### src/rtl/sw_led_pkg.sv
// Shared types and default parameters for the switch-to-LED controller.
// Latency: none. This package holds declarations only.
// Backpressure: none. This package holds declarations only.
package sw_led_pkg;

  // Display mode encoding as seen on mode_i.
  typedef enum logic [1:0] {
    MODE_DIRECT = 2'b00,
    MODE_TOGGLE = 2'b01,
    MODE_BLINK  = 2'b10,
    MODE_INVERT = 2'b11
  } mode_e;

  localparam int unsigned DEF_N_CH              = 7;
  localparam int unsigned DEF_SYNC_STAGES       = 2;
  localparam int unsigned DEF_DEBOUNCE_CYCLES   = 16;
  localparam int unsigned DEF_BLINK_HALF_PERIOD = 8;

endpackage

### src/rtl/sw_debounce.sv
// One channel: synchroniser chain, debounce counter, stable level and press pulse.
// Latency: SYNC_STAGES+DEBOUNCE_CYCLES edges from a sw_i edge to stable_o. press_o rises together with stable_o.
// Backpressure: none; the block is free-running.
// Ports: clk_i/rst_i (sync active-high), sw_i raw level, stable_o debounced level,
//        press_o one-cycle pulse on each accepted 0->1 change.
module sw_debounce
  import sw_led_pkg::*;
#(
  parameter int unsigned SYNC_STAGES     = DEF_SYNC_STAGES,
  parameter int unsigned DEBOUNCE_CYCLES = DEF_DEBOUNCE_CYCLES
) (
  input  logic clk_i,
  input  logic rst_i,
  input  logic sw_i,
  output logic stable_o,
  output logic press_o
);

  localparam int unsigned     CW       = $clog2(DEBOUNCE_CYCLES);
  localparam logic [CW-1:0]   CNT_LAST = CW'(DEBOUNCE_CYCLES - 1);

  logic [SYNC_STAGES-1:0] sync_q;
  logic                   sync;
  logic [CW-1:0]          cnt_q, cnt_d;
  logic                   stable_q, stable_d;
  logic                   press_q, press_d;

  assign sync = sync_q[SYNC_STAGES-1];

  // Any cycle where sync agrees with the stable level clears the count,
  // so a bounce gets no partial credit toward acceptance.
  always_comb begin
    cnt_d    = '0;
    stable_d = stable_q;
    press_d  = 1'b0;
    if (sync != stable_q) begin
      if (cnt_q == CNT_LAST) begin
        stable_d = sync;
        press_d  = sync;
      end else begin
        cnt_d = cnt_q + 1'b1;
      end
    end
  end

  always_ff @(posedge clk_i) begin
    if (rst_i) begin
      sync_q   <= '0;
      cnt_q    <= '0;
      stable_q <= 1'b0;
      press_q  <= 1'b0;
    end else begin
      sync_q   <= {sync_q[SYNC_STAGES-2:0], sw_i};
      cnt_q    <= cnt_d;
      stable_q <= stable_d;
      press_q  <= press_d;
    end
  end

  assign stable_o = stable_q;
  assign press_o  = press_q;

endmodule

### src/rtl/sw_led_ctrl.sv
// N_CH debounced switches driving registered LEDs in DIRECT/TOGGLE/BLINK/INVERT mode.
// Latency: led_o follows sw_stable_o by one edge. A mode_i change reaches led_o one edge later.
// Backpressure: none; the block is free-running.
// Ports: clk_i/rst_i (sync active-high), sw_i raw switches, mode_i display mode,
//        led_o LED drive, sw_stable_o debounced levels, press_o press pulses.
// Build option: define SW_LED_BLINK_EN to add the blink counter. Without it, BLINK acts as DIRECT.
module sw_led_ctrl
  import sw_led_pkg::*;
#(
  parameter int unsigned N_CH              = DEF_N_CH,
  parameter int unsigned SYNC_STAGES       = DEF_SYNC_STAGES,
  parameter int unsigned DEBOUNCE_CYCLES   = DEF_DEBOUNCE_CYCLES,
  parameter int unsigned BLINK_HALF_PERIOD = DEF_BLINK_HALF_PERIOD
) (
  input  logic            clk_i,
  input  logic            rst_i,
  input  logic [N_CH-1:0] sw_i,
  input  logic [1:0]      mode_i,
  output logic [N_CH-1:0] led_o,
  output logic [N_CH-1:0] sw_stable_o,
  output logic [N_CH-1:0] press_o
);

  logic [N_CH-1:0] stable;
  logic [N_CH-1:0] press;
  logic [N_CH-1:0] tgl_q, tgl_d;
  logic [N_CH-1:0] led_q, led_d;
  logic [N_CH-1:0] blink_mask;

  for (genvar c = 0; c < N_CH; c++) begin : g_ch
    sw_debounce #(
      .SYNC_STAGES    (SYNC_STAGES),
      .DEBOUNCE_CYCLES(DEBOUNCE_CYCLES)
    ) u_db (
      .clk_i   (clk_i),
      .rst_i   (rst_i),
      .sw_i    (sw_i[c]),
      .stable_o(stable[c]),
      .press_o (press[c])
    );
  end

  // The pulse visible this cycle is folded in now. A press and a switch into
  // TOGGLE in the same cycle therefore both show on the next edge.
  assign tgl_d = tgl_q ^ press;

`ifdef SW_LED_BLINK_EN
  localparam int unsigned   BW         = (BLINK_HALF_PERIOD > 1) ? $clog2(BLINK_HALF_PERIOD) : 1;
  localparam logic [BW-1:0] BLINK_LAST = BW'(BLINK_HALF_PERIOD - 1);

  logic [BW-1:0] bcnt_q;
  logic          phase_q;

  always_ff @(posedge clk_i) begin
    if (rst_i) begin
      bcnt_q  <= '0;
      phase_q <= 1'b0;
    end else if (bcnt_q == BLINK_LAST) begin
      bcnt_q  <= '0;
      phase_q <= ~phase_q;
    end else begin
      bcnt_q  <= bcnt_q + 1'b1;
    end
  end

  assign blink_mask = {N_CH{phase_q}};
`else
  // An all-ones mask makes BLINK identical to DIRECT.
  assign blink_mask = '1;
`endif

  always_comb begin
    led_d = stable;
    case (mode_e'(mode_i))
      MODE_DIRECT: led_d = stable;
      MODE_TOGGLE: led_d = tgl_d;
      MODE_BLINK:  led_d = stable & blink_mask;
      MODE_INVERT: led_d = ~stable;
      default:     led_d = stable;
    endcase
  end

  always_ff @(posedge clk_i) begin
    if (rst_i) begin
      tgl_q <= '0;
      led_q <= '0;
    end else begin
      tgl_q <= tgl_d;
      led_q <= led_d;
    end
  end

  assign led_o       = led_q;
  assign sw_stable_o = stable;
  assign press_o     = press;

endmodule

### config.mk
export PLATFORM = sky130hd
export DESIGN_NAME = sw_led_ctrl
export DESIGN_NICKNAME = d
export VERILOG_FILES = /design/src/rtl/sw_led_pkg.sv /design/src/rtl/sw_debounce.sv /design/src/rtl/sw_led_ctrl.sv
export SDC_FILE = /design/constraint.sdc
export NUM_CORES = 1
export LEC_CHECK = 0
export ABC_AREA = 1
export BUFFER_PORTS_ARGS = -buffer_cell sky130_fd_sc_hd__buf_2
export CAP_MARGIN = 40
export CELL_PAD_IN_SITES_DETAIL_PLACEMENT = 1
export CELL_PAD_IN_SITES_GLOBAL_PLACEMENT = 1
export CORE_MARGIN = 2
export CORE_UTILIZATION = 44
export CTS_BUF_LIST = sky130_fd_sc_hd__clkbuf_4
export DETAILED_ROUTE_END_ITERATION = 10
export PLACE_DENSITY = 0.8
export SETUP_SLACK_MARGIN = 0.15
export SYNTH_ARGS = -nofsm -noshare
export SYNTH_HDL_FRONTEND = slang
export SYNTH_HIERARCHICAL = 1
export SYNTH_SLANG_ARGS = --single-unit
### constraint.sdc
create_clock -name clk_i -period 1 [get_ports clk_i]
set_input_delay 0.05 -clock clk_i [delete_from_list [all_inputs] [get_ports clk_i]]
set_output_delay 0.05 -clock clk_i [all_outputs]
set_load 0.05 [all_outputs]
==> reports/results.txt, run 1 <==
Unique masters post-synth: 15
Setup WS pre-CTS: 0.07965 ns
syn_nets: 373
#FFs+latches synth: 70
Synth top area share: 51.24%
Rows: 28
die extent in y: 82.84 um
CTS Buf Count: 9
initial antenna violation count: 0
largest net degree at the start of global routing: 19
CTS Buffer Depth: 2
die width: 82.84 um
clk sinks: 70
Ports: 32
Port Buf Inserts: 31
Post-Syn Instances: 355
sequential fraction of the synthesis area: 51.24%
outcome: stopped before the end
Ys Warns: 6
top cells by area, synth: dfxtp_1, nand2_1, inv_1
stop err: [ERROR DPL-0033] detailed placement checks failed during check placement.
CTS H-Tree Depth: 3
Synth Cell Area: 2735 sq um
Initial Utilization: 45.92%
worst ep type: top-level output
GRT worst endpoint: sw_stable_o[6]
Final Wtd Congestion: 0.7450
largest area contributor in the netlist: dfxtp_1
Final HPWL DP: 4.418 mm
average size of a mapped cell: 7.705 sq um
Stopped at: 5_1_grt
clk root buf: clkbuf_4
[metrics by stage]
stage / utilization (%) / area (sq um) / TNS (ns) / cells / hold WS, ns
2_1_floorplan: - / 3007 / 0 / 355 / 0.1094
3_3_place_gp: 55.27 / 3292 / 0 / 466 / 0.2508
3_5_place_dp: 55.27 / 3292 / 0 / 466 / 0.2620
4_1_cts: 69.41 / 4134 / -0.04967 / 515 / -0.02323
[cells in the mapped netlist]
master    n
nand2_1  77
dfxtp_1  70
inv_1    70
nor2_1   56
nand3_1  28
a21oi_1  14
nand4_1  14
ha_1      7
nand4_2   7
xnor2_1   7
buf_2     1
buf_6     1
inv_2     1
nand2_2   1
nor2_4    1
[cells by family after synthesis]
logic type,after synthesis,synth area share [%]
xor gates and xnor gates,7,2.242
buffers and inverters,73,10.34
and+or+nand+nor,184,30.42
AOI/OAI and AO/OA,14,2.562
adders and majority gates,7,3.202
DFF,70,51.23
[repair_timing]
action	in CTS
endpoints found under the hold margin	14
setup buffers	26
hold buffers	7
resized for setup	124
pin swaps	22
setup endpoints to repair	58
==> run 2, diff against run 1 <==
--- a/config.mk
+++ b/config.mk
@@ -8,14 +8,10 @@
 export ABC_AREA = 1
 export BUFFER_PORTS_ARGS = -buffer_cell sky130_fd_sc_hd__buf_2
 export CAP_MARGIN = 40
-export CELL_PAD_IN_SITES_DETAIL_PLACEMENT = 1
-export CELL_PAD_IN_SITES_GLOBAL_PLACEMENT = 1
 export CORE_MARGIN = 2
-export CORE_UTILIZATION = 44
-export CTS_BUF_LIST = sky130_fd_sc_hd__clkbuf_4
+export CORE_UTILIZATION = 40
 export DETAILED_ROUTE_END_ITERATION = 10
-export PLACE_DENSITY = 0.8
-export SETUP_SLACK_MARGIN = 0.15
+export PLACE_DENSITY_LB_ADDON = 0.15
 export SYNTH_ARGS = -nofsm -noshare
 export SYNTH_HDL_FRONTEND = slang
 export SYNTH_HIERARCHICAL = 1
==> reports/results.txt, run 2 <==
die width: 86.69 um (+4.6%)
drt first pass iters: 4
EDFF count, synth: 0 (unchanged)
diodes inserted: 0
number of flip-flops in the largest register: 28
most common cell after layout, fill and taps aside: nand2_1
Worst-Margin Slew: 0.3406 ns
FF-to-FF End: g_ch[2].u_db/cnt_q[3]$_SDFF_PP0_
most common cell in the netlist: nand2_1
#FFs+latches synth: 70 (unchanged)
DR iter-0 viols: 80
Rows: 30 (+7.1%)
most crowded layer after global routing: met2
met2 usage: 23.64%
Commonest cells post-synth: nand2_1, dfxtp_1, inv_1
met1 GRT Util: 17.52%
Setup WS pre-CTS: -0.02781 ns (-0.1075 ns)
largest area contributor in the netlist: dfxtp_1
Ports: 32 (unchanged)
most frequent cells in the layout: nand2_1, inv_1, nor2_1, dfxtp_1, nand3_1
die extent in y: 86.69 um (+4.6%)
CTS Buf Count: 9 (unchanged)
Max Slew Vio Count: 0
PwrDens: 1563 nW/um^2
Critical Path AT: 1.21 ns
CTS H-Tree Depth: 3 (unchanged)
Final Core Density: 54.49%
fin crit period: 0.9733 ns
Final ANT Viol Nets: 0
CP bufs+invs: 0
syn_nets: 373 (unchanged)
Total GRT Usage: 14.79%
Max Freq: 1027 MHz
logic depth of the worst setup path including buffers: 4
Setup WS post-layout: 0.02673 ns
setup TNS: 0 ns
Final Wtd Congestion: 0.7344 (-1.4%)
Worst Clk Skew: 0.008226 ns
Worst Reg-to-Reg Cells: 4
Worst path top cell family by delay: flip-flops
Crit. Startpoint: g_ch[2].u_db/cnt_q[0]$_SDFF_PP0_
Worst Path Required: 1.23 ns
CORE AREA: 6719 sq um
Synth async-reset ratio: 0% (unchanged)
Synth Flop Type: dfxtp_1
Max-slew headroom: 77.29%
Max Cap Viol: 0
clk_lat worst skew: 0.34 ns
outcome: finished, final reports clean
CTS clk-pin slew, worst paths: 0.07 ns
slowest CP cell: dfxtp_1
endpoint type of the worst setup path: flip-flop
die area: 7515 sq um
DRC Markers: 0
critical path startpoint category: flip-flop
Final nets: 435
worst hold margin: 0.04561 ns
Setup violations, final: 0
clk sinks: 70 (unchanged)
sequential fraction of the synthesis area: 51.24% (unchanged)
P_leak: 0.001495 uW
worst stage delay on the critical path: 0.39 ns
synthesis-to-layout area growth: 33.85%
Most flops, register: g_ch.u_db/cnt_q
CTS tree: done
Ys Warns: 6 (unchanged)
total grt overflow: 0
WL/cell: 10.51 um
end of the critical path: g_ch[2].u_db/cnt_q[3]$_SDFF_PP0_
Final Hold Viols: 0
average size of a mapped cell: 7.705 sq um (unchanged)
CTS Buffer Depth: 2 (unchanged)
Post-Syn Instances: 355 (unchanged)
DRT Wirelength: 5.278 mm
first-pass GRT wire length: 8.707 mm
Initial Utilization: 40.71% (-5.2 points)
critical path type: reg -> reg
largest net degree at the start of global routing: 17
Tcrit/Tclk final: 97.33%
Synth Cell Area: 2735 sq um (unchanged)
placed cell area: 3104 sq um (-5.7%)
top cells by area, synth: dfxtp_1, nand2_1, inv_1
worst min-delay path class: in -> reg
layout cells sized above 1: 25.83%
VDD IR max: 882.7 uV
Synth top area share: 51.24% (unchanged)
R2R setup slack: 0.03 ns
largest registers: g_ch.u_db/cnt_q (28), g_ch.u_db/sync_q (14)
Vias: 2,285
Max FO, Critical Path: 4
Unique masters post-synth: 15 (unchanged)
Final Cell Area: 3661 sq um
met3 Usage GRT: 6.476%
clk root buf: clkbuf_8
Final HPWL DP: 3.586 mm (-19%)
vias in the first global route: 2,068
RR Startpoint: g_ch[2].u_db/cnt_q[0]$_SDFF_PP0_
Vias/cell: 4.552
CP Cell Sequence: ha_4 > nand3_2 > nand4_4 > nor2_1
Port Buf Inserts: 31 (unchanged)
initial antenna violation count: 0
fillcell total: 626
-- run 2: cell counts after synthesis --
No cell type changed its count.
-- run 2: timing repair --
action / CTS / global route
hold endpoints to repair: 7 / 0
pin swaps: 3 / 2
hold buffers: 7 / 0
setup endpoints to repair: 38 / 43
buffers inserted: 0 / 0
gates resized for setup: 29 / 34
-- run 2: area by class of cell --
cell class,instances,area (sq um),share of cell area (%)
sequential,70,1438,39.27
timing repair buffer,53,406.6,11.11
inverter,71,266.5,7.280
tap,80,100.1,2.734
clock inverter,3,65.06,1.777
multi-input combinational,212,1216,33.22
clock buffer,13,168.9,4.614
-- run 2: report_power, final --
group / switching [uW] / internal [uW] / leakage, uW / total [uW]
clock: 981 / 1610 / 0.000120 / 2590
sequential: 25.6 / 2830 / 0.000581 / 2850
combinational: 169 / 115 / 0.000794 / 284
-- run 2: cell families (layout without fill, tap and decap cells) --
group                    after synthesis  count (layout)  share of synthesized area [%]
adder cells (fa/ha/maj)                7               7                          3.202
flip-flops                            70              70                          51.23
AND/OR/NAND/NOR                      184             184                          30.42
buffers and inverters                 73             140                          10.34
XOR/XNOR                               7               7                          2.242
AO/OA/AOI/OAI                         14              14                          2.562
-- run 2: layer usage --
layer	vias to the layer above	wire length, um
li1	1221	-
met1	1027	2350
met2	29	2603
met3	8	236
met4	0	88
met5	-	0
-- run 2: worst register-to-register path: stages, from the launching register on --
cell and delay [ns]:
dfxtp_1 0.39, ha_4 0.17, nand3_2 0.12, nand4_4 0.14
nor2_1 0.05
-- run 2: stage by stage --
step	instances	power [uW]
floorplan	355	3061
global placement	479	3165
detailed placement	479	3169
CTS	502	5799
global route	502	5970
finish	502	5722
-- run 2: worst min path at each step --
stage | startpoint | endpoint | slack [ns] | cells past startpoint
3_5_place_dp | sw_i[6] | g_ch[6].u_db/sync_q[0]$_SDFF_PP0_ | 0.26 | 3
3_3_place_gp | sw_i[3] | g_ch[3].u_db/sync_q[0]$_SDFF_PP0_ | 0.25 | 3
4_1_cts | mode_i[1] | led_o[2]$_SDFF_PP0_ | 0.04 | 4
6_report | mode_i[1] | led_o[2]$_SDFF_PP0_ | 0.05 | 4
5_1_grt | mode_i[1] | led_o[5]$_SDFF_PP0_ | 0.06 | 4
2_1_floorplan | rst_i | g_ch[0].u_db/stable_o$_SDFFE_PP0P_ | 0.11 | 1
No activity file was read; power rests on OpenSTA's default activity.
